File: src/rtl/nn_dense_argmax_if.sv
// nn_dense_argmax_if: request, SRAM and result signals of the dense argmax engine
interface nn_dense_argmax_if #(
   parameter int N_IN   = 784,
   parameter int W_W    = 16,
   parameter int ACC_W  = 32,
   parameter int ADDR_W = 20,
   parameter int PRED_W = 5
);
   logic              Start;
   logic [N_IN-1:0]   data;
   logic [W_W-1:0]    rdata;
   logic [ADDR_W-1:0] address;
   logic              rd_en;
   logic [PRED_W-1:0] prediction;
   logic [ACC_W-1:0]  max_score;
   logic              resp;
   logic              busy;
   modport master (output Start, data, rdata, input address, rd_en, prediction, max_score, resp, busy);
   modport slave  (input Start, data, rdata, output address, rd_en, prediction, max_score, resp, busy);
endinterface

File: src/rtl/nn_dense_argmax.sv
// nn_dense_argmax: streams signed weights from SRAM, scores each neuron over a binary input, reports argmax
module nn_dense_argmax #(
   parameter int N_IN      = 784,
   parameter int N_OUT     = 10,
   parameter int W_W       = 16,
   parameter int ACC_W     = 32,
   parameter int ADDR_W    = 20,
   parameter int BASE_ADDR = 0,
   parameter int RD_LAT    = 2,
   parameter int PRED_W    = 5
) (
   input logic               Clk,
   input logic               Rst_n,
   nn_dense_argmax_if.slave  bus
);
   localparam int I_W = N_IN > 1 ? $clog2(N_IN) : 1;
   localparam int J_W = $clog2(N_OUT);
   if (ACC_W < W_W + $clog2(N_IN + 1)) begin : g_acc_chk
      $error("ACC_W too narrow for N_IN weights of W_W bits");
   end
   if (PRED_W < J_W) begin : g_pred_chk
      $error("PRED_W too narrow for N_OUT classes");
   end
   if (RD_LAT < 1) begin : g_lat_chk
      $error("RD_LAT must be at least 1");
   end
   typedef enum logic [1:0] {IDLE, FETCH, DRAIN, DONE} state_t;
   state_t state, state_nxt;
   logic [N_IN-1:0]          data_q;
   logic [I_W-1:0]           i_cnt;
   logic [J_W-1:0]           j_cnt;
   logic [ADDR_W-1:0]        addr_q;
   logic [RD_LAT-1:0]        tag_v;
   logic [I_W-1:0]           tag_i [RD_LAT];
   logic [J_W-1:0]           tag_j [RD_LAT];
   logic signed [ACC_W-1:0]  acc, best, score_q, term;
   logic [J_W-1:0]           best_j, cmp_j;
   logic [PRED_W-1:0]        pred_q;
   logic                     cmp_v, rd, accept, last_issue, take, win, last_cmp;
   assign accept     = state == IDLE && bus.Start;
   assign last_issue = state == FETCH && i_cnt == I_W'(N_IN - 1) && j_cnt == J_W'(N_OUT - 1);
   assign take       = tag_v[RD_LAT-1];
   assign term       = data_q[tag_i[RD_LAT-1]] ? ACC_W'(signed'(bus.rdata)) : '0;
   assign win        = cmp_j == '0 || acc > best;
   assign last_cmp   = cmp_v && cmp_j == J_W'(N_OUT - 1);
   assign bus.address    = addr_q;
   assign bus.prediction = pred_q;
   assign bus.max_score  = score_q;
   // state register
   always_ff @(posedge Clk or negedge Rst_n)
      if (!Rst_n) state <= IDLE;
      else        state <= state_nxt;
   // next state and per-state strobes
   always_comb begin
      state_nxt  = state;
      rd         = state == FETCH;
      bus.rd_en  = rd;
      bus.resp   = state == DONE;
      bus.busy   = state != IDLE;
      case (state)
         IDLE:    state_nxt = bus.Start ? FETCH : IDLE;
         FETCH:   state_nxt = last_issue ? DRAIN : FETCH;
         DRAIN:   state_nxt = last_cmp ? DONE : DRAIN;
         default: state_nxt = IDLE;
      endcase
   end
   // input capture and j-major/i-minor address walk; address holds after the last issue
   always_ff @(posedge Clk or negedge Rst_n)
      if (!Rst_n) begin
         data_q <= '0;
         i_cnt  <= '0;
         j_cnt  <= '0;
         addr_q <= ADDR_W'(BASE_ADDR);
      end else if (accept) begin
         data_q <= bus.data;
         i_cnt  <= '0;
         j_cnt  <= '0;
         addr_q <= ADDR_W'(BASE_ADDR);
      end else if (state == FETCH && !last_issue) begin
         addr_q <= addr_q + ADDR_W'(1);
         i_cnt  <= i_cnt == I_W'(N_IN - 1) ? '0 : i_cnt + I_W'(1);
         j_cnt  <= i_cnt == I_W'(N_IN - 1) ? j_cnt + J_W'(1) : j_cnt;
      end
   // (j,i) tags travel alongside the SRAM read so the last stage lines up with rdata
   always_ff @(posedge Clk or negedge Rst_n)
      if (!Rst_n) begin
         tag_v <= '0;
         for (int d = 0; d < RD_LAT; d++) begin
            tag_i[d] <= '0;
            tag_j[d] <= '0;
         end
      end else begin
         tag_v[0] <= rd;
         tag_i[0] <= i_cnt;
         tag_j[0] <= j_cnt;
         for (int d = 1; d < RD_LAT; d++) begin
            tag_v[d] <= tag_v[d-1];
            tag_i[d] <= tag_i[d-1];
            tag_j[d] <= tag_j[d-1];
         end
      end
   // accumulate, then compare the finished neuron one cycle later; the final compare lands in the outputs
   always_ff @(posedge Clk or negedge Rst_n)
      if (!Rst_n) begin
         acc     <= '0;
         best    <= '0;
         best_j  <= '0;
         cmp_v   <= 1'b0;
         cmp_j   <= '0;
         pred_q  <= '0;
         score_q <= '0;
      end else begin
         cmp_v <= take && tag_i[RD_LAT-1] == I_W'(N_IN - 1);
         cmp_j <= tag_j[RD_LAT-1];
         if (take) acc <= tag_i[RD_LAT-1] == '0 ? term : acc + term;
         if (cmp_v && win) begin
            best   <= acc;
            best_j <= cmp_j;
         end
         if (last_cmp) begin
            pred_q  <= PRED_W'(win ? cmp_j : best_j);
            score_q <= win ? acc : best;
         end
      end
endmodule

File: src/flat_wrapper.sv
// flat-port wrapper written by rule: the top's interface ports become plain ports
module nn_dense_argmax_flat 
#(
   parameter int N_IN      = 784,
   parameter int N_OUT     = 10,
   parameter int W_W       = 16,
   parameter int ACC_W     = 32,
   parameter int ADDR_W    = 20,
   parameter int BASE_ADDR = 0,
   parameter int RD_LAT    = 2,
   parameter int PRED_W    = 5
)
  (Clk, Rst_n, bus_Start, bus_data, bus_rdata, bus_address, bus_rd_en, bus_prediction, bus_max_score, bus_resp, bus_busy);
  nn_dense_argmax_if #(.N_IN(N_IN), .W_W(W_W), .ACC_W(ACC_W), .ADDR_W(ADDR_W), .PRED_W(PRED_W)) bus_i ();
  input logic Clk;
  input logic Rst_n;
  input wire logic [$bits(bus_i.Start)-1:0] bus_Start;
  input wire logic [$bits(bus_i.data)-1:0] bus_data;
  input wire logic [$bits(bus_i.rdata)-1:0] bus_rdata;
  output wire logic [$bits(bus_i.address)-1:0] bus_address;
  output wire logic [$bits(bus_i.rd_en)-1:0] bus_rd_en;
  output wire logic [$bits(bus_i.prediction)-1:0] bus_prediction;
  output wire logic [$bits(bus_i.max_score)-1:0] bus_max_score;
  output wire logic [$bits(bus_i.resp)-1:0] bus_resp;
  output wire logic [$bits(bus_i.busy)-1:0] bus_busy;
  assign bus_i.Start = bus_Start;
  assign bus_i.data = bus_data;
  assign bus_i.rdata = bus_rdata;
  assign bus_address = bus_i.address;
  assign bus_rd_en = bus_i.rd_en;
  assign bus_prediction = bus_i.prediction;
  assign bus_max_score = bus_i.max_score;
  assign bus_resp = bus_i.resp;
  assign bus_busy = bus_i.busy;
  nn_dense_argmax #(.N_IN(N_IN), .N_OUT(N_OUT), .W_W(W_W), .ACC_W(ACC_W), .ADDR_W(ADDR_W), .BASE_ADDR(BASE_ADDR), .RD_LAT(RD_LAT), .PRED_W(PRED_W)) u_core (.Clk(Clk), .Rst_n(Rst_n), .bus(bus_i));
endmodule
File: config.mk
export PLATFORM = sky130hd
export DESIGN_NAME = nn_dense_argmax_flat
export DESIGN_NICKNAME = d
export VERILOG_FILES = /design/src/rtl/nn_dense_argmax_if.sv /design/src/rtl/nn_dense_argmax.sv /design/src/flat_wrapper.sv
export SDC_FILE = /design/constraint.sdc
export NUM_CORES = 2
export LEC_CHECK = 0
export BUFFER_PORTS_ARGS = -buffer_cell sky130_fd_sc_hd__buf_2
export CAP_MARGIN = 20
export CORE_AREA = 2 2 429 431
export CTS_CLUSTER_SIZE = 14
export DETAILED_ROUTE_END_ITERATION = 10
export DIE_AREA = 0 0 431 433
export SLEW_MARGIN = 20
export SYNTH_ARGS = -nofsm -noshare
export SYNTH_HDL_FRONTEND = slang
export SYNTH_SLANG_ARGS = --single-unit
File: constraint.sdc
create_clock -name Clk -period 7.7 [get_ports Clk]
set_clock_uncertainty 0.05 [all_clocks]
set_input_delay 0 -clock Clk [delete_from_list [all_inputs] [get_ports Clk]]
set_output_delay 0 -clock Clk [all_outputs]
set_load 0.02 [all_outputs]
==> impl_metrics.env, run 1 <==
export IMPL_cts_root_buf="clkbuf_16"
export IMPL_synth_edf_count=0
export IMPL_htree_levels=3
export IMPL_syn_area_per_cell_um2=9.39
export IMPL_synth_area_leader_cell="dfrtp_1"
export IMPL_die_w_um=431
export IMPL_synth_net_count=5689
export IMPL_postCtsSetupBuffers=0
export IMPL_yosysMostFrequentCell="nand2_1"
export IMPL_fp_dieH_um=433
export IMPL_ys_seq_area_frac=0.531
export IMPL_synth_area_mm2=0.0452
export IMPL_pre_cts_slack_ns=0.0442
export IMPL_rows=157
export IMPL_pin_count=863
export IMPL_clock_sinks=959
export IMPL_initial_core_util=0.248
export IMPL_status="aborted with a tool error"
export IMPL_gp_congestion=0.963
export IMPL_error="[ERROR RSZ-0060] Max buffer count reached."
export IMPL_hold_buffers=1615
export IMPL_synth_cell_types=77
export IMPL_synth_area_leaders="dfrtp_1 (53%), nand2_1 (20%), mux4_2 (7.9%), mux2i_1 (2.2%), ha_1 (1.9%)"
export IMPL_numPortBuffers=861
export IMPL_numCtsBuffers=110
export IMPL_ys_async_sr_fraction=1.00
export IMPL_synth_top_area_frac=0.531
export IMPL_netlist_instances=4818
export IMPL_cts_repair_resized=1
export IMPL_hpwl_um=132000
export IMPL_stop_stage="clock tree synthesis (4_1_cts)"
export IMPL_yosys_register_bits=959
export IMPL_synth_common_cells="nand2_1 (2460), dfrtp_1 (959), clkbuf_1 (206)"
export IMPL_synthFlopType="dfrtp_1"
export IMPL_cts_buffer_depth=3
export IMPL_yosys_warnings=0
[per-stage QoR]
| step | util | area (um^2) | hold slack, ns | std cells |
|---|---|---|---|---|
| 3_3_place_gp | 0.286 | 52100 | 0.0537 | 7866 |
| 3_5_place_dp | 0.286 | 52100 | 0.0563 | 7866 |
| 2_1_floorplan | - | 45200 | -0.346 | 4818 |
[logic make-up after synthesis]
kind of cell / count (synthesis) / synth area share
muxes: 308 / 0.117
AOI/OAI and AO/OA: 362 / 0.0529
xor gates and xnor gates: 47 / 0.00910
buffers and inverters: 337 / 0.0344
DFF: 959 / 0.531
other: 1 / 0.0000829
and+or+nand+nor: 2736 / 0.236
adders and majority gates: 68 / 0.0190
==> inputs of run 2 (changes only) <==
CORE_AREA = 2 2 479 481   (was 2 2 429 431)
CTS_CLUSTER_SIZE = unset   (was 14)
DIE_AREA = 0 0 481 483   (was 0 0 431 433)
PLACE_DENSITY_LB_ADDON = 0.15   (was unset)
==> run 2 against run 1 <==
Net effect:
- the flow now finishes without violations
- synthesized cell count unchanged
- area after synthesis unchanged
==> impl_metrics.env, run 2 <==
export IMPL_status="finished clean"
export IMPL_yosys_warnings=0
export IMPL_dp_cells=8510
export IMPL_crit_start="u_core.tag_i[0]"
export IMPL_relSlewSlack=0.244
export IMPL_ys_seq_area_frac=0.531
export IMPL_syn_area_per_cell_um2=9.39
export IMPL_cp_depth=23
export IMPL_netlist_instances=4818
export IMPL_worst_path_largest_cell_delay_ns=0.60
export IMPL_synth_edf_count=0
export IMPL_crit_chain="buf_12 > buf_4 > mux4_2 > a22o_1 > a211oi_1 > a211o_1 > o21ai_0 > nor4_2 > buf_4 > a311oi_4 > and2_1 > ha_1 > a21o_1 > a21oi_1 > nor4b_1 > buf_4 > a211oi_1 > o31ai_2 > o211ai_1 > a2111o_1 > nand3_1 > or3b_2 > a21oi_1"
export IMPL_drt_pass1_iterations=5
export IMPL_numCtsBuffers=120
export IMPL_fmax_mhz=143
export IMPL_seqCellArea_mm2=0.0240
export IMPL_cp_arrival_ns=7.66
export IMPL_die_w_um=481
export IMPL_yosys_register_bits=959
export IMPL_clock_sinks=959
export IMPL_grt_pass1_wl_um=319000
export IMPL_pre_cts_slack_ns=0.191
export IMPL_cpLargestDelayFamily="compound AO/OA/AOI/OAI gates"
export IMPL_mostFrequentLayoutCell="nand2_1"
export IMPL_cp_slowest_cell="mux4_2"
export IMPL_comb_power_share=0.088
export IMPL_top_register="u_core.data_q"
export IMPL_synth_top_area_frac=0.531
export IMPL_clock_latency_ns=0.78
export IMPL_multi_input_area_mm2=0.0197
export IMPL_p_seq_frac=0.417
export IMPL_grt_pass1_vias=47026
export IMPL_largest_reg_flops=784
export IMPL_gp_congestion=0.826
export IMPL_synth_net_count=5689
export IMPL_cts_tree="built"
export IMPL_fin_hold_ws_ns=0.0456
export IMPL_hpwl_um=153000
export IMPL_r2r_start="u_core.tag_i[0]"
export IMPL_drc=0
export IMPL_initial_core_util=0.199
export IMPL_final_cell_mix="nand2_1 (2459), dlygate4sd3_1 (1638), dfrtp_1 (953)"
export IMPL_cp_required_ns=8.35
export IMPL_fin_cells=10389
export IMPL_numPortBuffers=861
export IMPL_synthFlopType="dfrtp_1"
export IMPL_drive_gt1_frac=0.189
export IMPL_worstPathMaxFanout=20
export IMPL_synth_common_cells="nand2_1 (2460), dfrtp_1 (959), clkbuf_1 (206)"
export IMPL_hp_class="input port to register"
export IMPL_p_int_mw=9.23
export IMPL_grt_max_degree=198
export IMPL_setup_ws_ns=0.695
export IMPL_final_core_util=0.325
export IMPL_dr_total_vias=43800
export IMPL_grt_total_usage=0.185
export IMPL_critPathBufInv=4
export IMPL_power_density_mw_per_mm2=164
export IMPL_pin_count=863
export IMPL_cts_buffer_depth=3
export IMPL_avgViaCountPerCell=4.22
export IMPL_tightestPinTransition_ns=1.13
export IMPL_wl_per_cell_um=21.1
export IMPL_start_kind="register"
export IMPL_final_hold_viol_count=0
export IMPL_place_area_mm2=0.0531
export IMPL_synth_area_leader_cell="dfrtp_1"
export IMPL_wl_um=219000
export IMPL_setup_viol=0
export IMPL_nFillCells=23467
export IMPL_endpoint="u_core.acc[28]"
export IMPL_total_power_mw=12.1
export IMPL_htree_levels=3
export IMPL_synth_cell_types=77
export IMPL_rr_endpoint="u_core.acc[28]"
export IMPL_tns_ns=0
export IMPL_fp_dieH_um=483
export IMPL_fin_nets=8133
export IMPL_yosysMostFrequentCell="nand2_1"
export IMPL_rsz0062_at_grt="false"
export IMPL_power_switching_mw=2.86
export IMPL_cts_root_buf="clkbuf_16"
export IMPL_p_leak_nw=36.9
export IMPL_reg2regPathDepth=23
export IMPL_path_common_cell="buf_4"
export IMPL_min_period_ns=7.00
export IMPL_grt_overflow=0
export IMPL_sw_frac_of_total=0.237
export IMPL_postCtsSetupBuffers=0
export IMPL_p_clk_frac=0.496
export IMPL_ant_nets=0
export IMPL_ys_async_sr_fraction=1.00
export IMPL_synth_area_leaders="dfrtp_1 (53%), nand2_1 (20%), mux4_2 (7.9%), mux2i_1 (2.2%), ha_1 (1.9%)"
export IMPL_die_area_mm2=0.232
export IMPL_syn_to_final_growth_pct=63.0
export IMPL_finalCritPeriodShare=0.910
export IMPL_antenna_found_initial=22
export IMPL_clk_pin_slew_ns=0.06
export IMPL_max_cap_violations=0
export IMPL_reg2reg_slack_ns=0.70
export IMPL_stdcell_area_mm2=0.0737
export IMPL_crit_path_end_kind="register"
export IMPL_report_final_slew_viol_count=0
export IMPL_synth_area_mm2=0.0452
export IMPL_path_class="register to register"
export IMPL_ir_drop_v=0.000176
export IMPL_drtIter0Drc=2431
export IMPL_rows=175
export IMPL_core_area_mm2=0.227
## run 2: cell counts after synthesis
No cell type changed its count.
## run 2: worst min path at each step
| stage | cells after the start | startpoint | slack (ns) | end |
|---|---|---|---|---|
| after floorplan | 0 | Rst_n | -0.35 | u_core.acc[0] |
| after global placement | 1 | Rst_n | -0.03 | u_core.data_q[160] |
| after detailed placement | 1 | Rst_n | -0.03 | u_core.data_q[160] |
| after CTS | 4 | bus_data[118] | 0.001 | u_core.data_q[118] |
| after global routing | 4 | bus_data[327] | 0.03 | u_core.data_q[327] |
| final | 4 | bus_data[533] | 0.05 | u_core.data_q[533] |
## run 2: logic make-up (layout without fill, tap and decap cells)
| logic type | after synthesis | count (layout) | share of synthesized area |
|---|---|---|---|
| flops | 959 | 959 | 0.531 |
| buf+inv | 337 | 2885 | 0.0344 |
| simple gates | 2736 | 2736 | 0.236 |
| fa+ha+maj | 68 | 68 | 0.0190 |
| compound gates | 362 | 362 | 0.0529 |
| other cells | 1 | 15 | 0.0000829 |
| xor+xnor | 47 | 47 | 0.00910 |
| mux | 308 | 308 | 0.117 |
## run 2: tightest hold or removal path, stage by stage
cell and delay (ns):
dlygate4sd3_1 0.51, buf_2 0.10, nand2_1 0.16, nand2_1 0.10
## run 2: power by group through the flow
stage | sequential (mW) | clock, mW | combinational (mW)
2_1_floorplan | 5.13 | 0 | 0.00581
3_3_place_gp | 5.13 | 0 | 0.443
3_5_place_dp | 5.13 | 0 | 0.440
4_1_cts | 5.04 | 6.22 | 1.05
5_1_grt | 5.04 | 6.41 | 1.13
6_report | 5.04 | 6.00 | 1.06
## run 2: final cells by class
cell class | instances | area share
Sequential cell | 959 | 0.326
Timing Repair Buffer | 2603 | 0.296
Multi-Input combinational cell | 3522 | 0.268
Tap cell | 3009 | 0.0511
Clock buffer | 177 | 0.0474
Clock inverter | 49 | 0.00908
Inverter | 56 | 0.00285
Antenna cell | 14 | 0.000475
## run 2: routing by layer
metal,vias to the layer above,wire length (um),GRT usage
met5,-,34,0
met4,6,7950,0.0624
met3,330,8740,0.0266
met2,1180,103000,0.307
met1,21567,99000,0.247
li1,20717,-,-
## run 2: what timing repair did
action,4_1_cts,5_1_grt
hold buffers,1639,0
hold endpoints to repair,1228,0
setup endpoints to repair,0,2
resized for setup,0,1
Note: power is estimated with default switching activity, not from simulation.
